## src/rtl/poly_small_mkgauss.sv

```systemverilog
// poly_small_mkgauss
// Builds one small polynomial from a stream of Gaussian samples. Each sample
// is either rejected or written out as the next coefficient. A sample is
// rejected when it is outside +/-limit. The last coefficient is also rejected
// when it would make the sum of all coefficient LSBs even. One sample_req
// pulse is issued for every consumed sample, so only one request is ever
// outstanding.
//
// Ports
//   clk, rst           clock, synchronous active-high reset
//   start              one-cycle pulse; begins a run when idle
//   logn_sel           0: n=512, limit 31   1: n=1024, limit 15
//   val_valid, val     Gaussian sample strobe and signed 32-bit value
//   sample_req         one-cycle request for the next sample
//   coef_we/addr/data  coefficient write port (data = val[7:0])
//   busy, done         run in progress / last coefficient written
//   reject_cnt         rejected samples in this run, saturating
//
// state | meaning
// IDLE  | waiting for start
// WAIT  | sample requested, waiting for val_valid
// FIN   | last coefficient written; one cycle, then back to IDLE

module poly_small_mkgauss (
  input  logic               clk,
  input  logic               rst,
  input  logic               start,
  input  logic               logn_sel,
  input  logic               val_valid,
  input  logic signed [31:0] val,
  output logic               sample_req,
  output logic               coef_we,
  output logic [9:0]         coef_addr,
  output logic signed [7:0]  coef_data,
  output logic               busy,
  output logic               done,
  output logic [15:0]        reject_cnt
);

  typedef enum logic [1:0] {IDLE, WAIT, FIN} state_t;

  state_t            state_q;
  logic [9:0]        u_q;
  logic              mod2_q;
  logic              big_q;        // latched ring size: 1 -> n=1024
  logic              sample_req_q;
  logic              coef_we_q;
  logic [9:0]        coef_addr_q;
  logic signed [7:0] coef_data_q;
  logic              busy_q;
  logic              done_q;
  logic [15:0]       reject_cnt_q;

  logic signed [31:0] lim;
  logic signed [31:0] neg_lim;
  logic               last_u;
  logic               range_bad;
  logic               par_bad;

  always_comb begin
    lim       = big_q ? 32'sd15 : 32'sd31;
    neg_lim   = -lim;
    last_u    = big_q ? (u_q == 10'd1023) : (u_q == 10'd511);
    range_bad = (val < neg_lim) || (val > lim);
    // The final coefficient must make the total LSB parity odd.
    par_bad   = last_u && ((mod2_q ^ val[0]) == 1'b0);
  end

  always_ff @(posedge clk) begin
    if (rst) begin
      state_q      <= IDLE;
      u_q          <= '0;
      mod2_q       <= 1'b0;
      big_q        <= 1'b0;
      sample_req_q <= 1'b0;
      coef_we_q    <= 1'b0;
      coef_addr_q  <= '0;
      coef_data_q  <= '0;
      busy_q       <= 1'b0;
      done_q       <= 1'b0;
      reject_cnt_q <= '0;
    end else begin
      sample_req_q <= 1'b0;
      coef_we_q    <= 1'b0;
      done_q       <= 1'b0;
      case (state_q)
        IDLE: begin
          if (start) begin
            busy_q       <= 1'b1;
            sample_req_q <= 1'b1;
            u_q          <= '0;
            mod2_q       <= 1'b0;
            reject_cnt_q <= '0;
            big_q        <= logn_sel;
            state_q      <= WAIT;
          end
        end
        WAIT: begin
          if (val_valid) begin
            if (range_bad || par_bad) begin
              if (reject_cnt_q != 16'hFFFF)
                reject_cnt_q <= reject_cnt_q + 16'd1;
              sample_req_q <= 1'b1;
            end else begin
              coef_we_q   <= 1'b1;
              coef_addr_q <= u_q;
              coef_data_q <= val[7:0];
              if (last_u) begin
                done_q  <= 1'b1;
                state_q <= FIN;
              end else begin
                mod2_q       <= mod2_q ^ val[0];
                u_q          <= u_q + 10'd1;
                sample_req_q <= 1'b1;
              end
            end
          end
        end
        FIN: begin
          busy_q  <= 1'b0;
          state_q <= IDLE;
        end
        default: state_q <= IDLE;
      endcase
    end
  end

  assign sample_req = sample_req_q;
  assign coef_we    = coef_we_q;
  assign coef_addr  = coef_addr_q;
  assign coef_data  = coef_data_q;
  assign busy       = busy_q;
  assign done       = done_q;
  assign reject_cnt = reject_cnt_q;

endmodule
```

## config.mk

```make
export PLATFORM = sky130hd
export DESIGN_NAME = poly_small_mkgauss
export DESIGN_NICKNAME = d
export VERILOG_FILES = /design/src/rtl/poly_small_mkgauss.sv
export SDC_FILE = /design/constraint.sdc
export NUM_CORES = 1
export LEC_CHECK = 0
export ABC_CLOCK_PERIOD_IN_PS = 2660
export BUFFER_PORTS_ARGS = -buffer_cell sky130_fd_sc_hd__buf_2
export CAP_MARGIN = 20
export CORE_MARGIN = 2
export CORE_UTILIZATION = 51
export CTS_CLUSTER_DIAMETER = 200
export DETAILED_ROUTE_END_ITERATION = 8
export GPL_TIMING_DRIVEN = 1
export MAX_ROUTING_LAYER = met4
export PLACE_DENSITY = 0.91
export SLEW_MARGIN = 10
export SYNTH_ARGS = -nofsm -noshare
export SYNTH_HDL_FRONTEND = slang
export SYNTH_SLANG_ARGS = --single-unit
```

## constraint.sdc

```tcl
create_clock -name clk -period 2.66 [get_ports clk]
set_input_delay 0.266 -clock clk [delete_from_list [all_inputs] [get_ports clk]]
set_output_delay 0.266 -clock clk [all_outputs]
set_load 0.05 [all_outputs]
```

==> results.yml <==
global_routing:
  gr-total-overflow: 0
  grt_pass1_wl_um: 9790
  antenna_found_initial: 0
  track_usage: 0.235
  grt_pass1_vias: 2239
  grt_max_degree: 32
placed_design:
  numPortBuffers: 74
  pre_cts_slack_ps: 220
  dpl.hpwl_um: 4420
  place_congestion: 0.895
route:
  wl_met1_um: 2640
  met2_length_um: 2940
  routed-wl-met3_um: 230
  wirelength_um: 5910
  ant_nets: 0
  drc_errors: 0
  first_iter_violations: 127
  wire_per_inst_um: 14.3
  top_layer_used: "met4"
  via_per_inst: 5.69
  drtPass1Iterations: 4
  via_count: 2355
cts:
  cts.sinks: 52
  cts_setup_buffers: 0
  clk_pin_slew_ps: 100
  clock_latency_ps: 310
  tritoncts: "built"
  clk_path_buf_depth: 2
  cts_max_level: 2
  ctsResizeCount: 0
  root_buffer: "clkbuf_8"
  cts_hold_buffers: 0
  numCtsBuffers: 5
floorplanning:
  io-pin-count: 75
  die_height_um: 73.5
  fp.dieArea_um2: 5410
  fp.dieW_um: 73.5
  initial_core_util: 0.525
  core_area_um2: 4690
  rows: 25
yosys:
  synth-async-reset-ratio: 0
  syn_nets: 324
  synth_top_flop_cell: "dfxtp_1"
  netlist_area_um2: 2460
  syn-instance-count: 283
  synth_top_area_share: 0.422
  ys_types: 42
  synth_seq_cells: 52
  synth.area.top_cells: "dfxtp_1 (42%), mux2i_1 (7.7%), nor2_1 (7.5%)"
  synth-edff-count: 0
  avgSynthCellArea_um2: 8.71
  synth_top_area_cell: "dfxtp_1"
  yosysSeqAreaShare: 0.422
  yosysWarnings: 0
sta:
  setup_viol: 0
  finalSetupTns_ps: 0
  fin_skew_ps: 10.7
  fin_ws_ps: 153
  fmax_mhz: 399
  whs_ps: 191
  slew_viol_final: 0
  relSlewSlack: 0.625
  finalHoldViolCount: 0
  fin_crit_sh: 0.943
  min_period_ps: 2510
  worst_pin_slew_ps: 563
  rsz0062_at_grt: "false"
power:
  ir_drop_mv: 0.257
  p_leak_nw: 1.20
  power_density_nw_per_um2: 463
final_layout:
  diodes: 0
  utilization: 0.641
  areaGrowthSynthToFinish_pct: 22.0
  fill_cells: 404
  nets: 400
  drive_above_1_share: 0.258
run:
  drv_cap: 0
setup_path:
  startpoint_type: "flop"
  arrival_ps: 2710
  crit_type: "reg2reg"
  cp_max_fo: 9
  endpoint_kind: "flop"
  required_ps: 2860
hold_path:
  hp-class: "in2reg"
outcome:
  status: "completed"
-- final timing paths --
path | startpoint | endpoint | slack, ps | cells after the start
setup reg to reg | big_q | reject_cnt[15] | 150 | 8
hold / removal | logn_sel | big_q | 190 | 3
hold reg to reg | coef_addr[3] | coef_addr[3] | 500 | 2
setup / recovery | big_q | reject_cnt[15] | 150 | 8
-- flip-flops by register name, summed over array words and instances (netlist names) --
signal      flops
busy            1
coef_data       8
done            1
u_q            10
coef_addr      10
coef_we         1
big_q           1
reject_cnt     16
mod2_q          1
sample_req      1
state_q         2
-- per-stage QoR --
stage | std cells | total power [mW] | instance area, um2
floorplan | 283 | 0.871 | 2460
global placement | 406 | 0.924 | 2910
detailed placement | 406 | 0.928 | 2910
CTS | 414 | 1.40 | 3010
global route | 414 | 1.44 | 3010
finish | 414 | 1.39 | 3010
-- routing by layer --
metal  global-route usage  vias up
met2                0.391       55
met4               0.0929        0
met1                0.275     1119
met3               0.0521       16
met5                    -        -
li1                     -     1165
-- kinds of logic (layout without fill, tap and decap cells) --
group | after synthesis | after routing | synth area share
fa+ha+maj | 4 | 4 | 0.0203
compound gates | 40 | 40 | 0.111
xor+xnor | 20 | 20 | 0.0711
buf+inv | 14 | 91 | 0.0249
flops | 52 | 52 | 0.422
mux | 19 | 19 | 0.0772
simple gates | 134 | 134 | 0.274
-- cell type report --
type / instances / area, um2 / share of cell area
Clock buffer: 6 / 82.6 / 0.0275
Clock inverter: 2 / 13.8 / 0.00458
Inverter: 3 / 11.3 / 0.00375
Multi-Input combinational cell: 217 / 1360 / 0.453
Sequential cell: 52 / 1040 / 0.346
Tap cell: 54 / 67.6 / 0.0225
Timing Repair Buffer: 80 / 428 / 0.142
-- where the power goes --
group / internal, mW / switching [mW] / total, mW
Sequential: 0.783 / 0.00562 / 0.789
Clock: 0.213 / 0.266 / 0.479
Combinational: 0.0437 / 0.0795 / 0.123
Total: 1.04 / 0.351 / 1.39
-- synthesized netlist by cell type, drive strengths merged, types with 2 or more instances --
master / instances
dfxtp: 52
a41oi: 2
nand3: 15
nand4: 15
mux2i: 19
a211oi: 4
clkbuf: 8
buf: 3
o21ai: 9
nand2b: 2
ha: 4
xor2: 7
a21boi: 2
a21oi: 12
or4: 2
and2: 3
and3: 3
xnor2: 13
inv: 3
a2111oi: 3
nand2: 18
nor2: 49
nor4: 10
nor2b: 4
or3: 2
o211ai: 4
nor3: 7
-- placed cells by master (no fill, tap or decap), types with 4 or more instances in the layout --
cell	count
xor2_1	7
dfxtp_1	52
o211ai_1	4
nor2b_1	4
o21ai_0	6
a21oi_1	11
nor4_1	9
a211oi_1	4
mux2i_1	19
nor3_1	7
clkbuf_8	6
buf_4	5
nand2_1	18
buf_2	74
ha_1	4
nand4_1	14
nor2_1	49
xnor2_1	13
nand3_1	15
-- worst max-delay path, cell delays in order (launching register included) --
cell and delay (ps):
dfxtp_1 400, inv_1 60, ha_1 280, o41a_1 110
o211ai_1 310, nand4_1 400, a2111oi_1 600, xnor2_1 180
nor2_1 50
(Power assumes the default switching activity.)
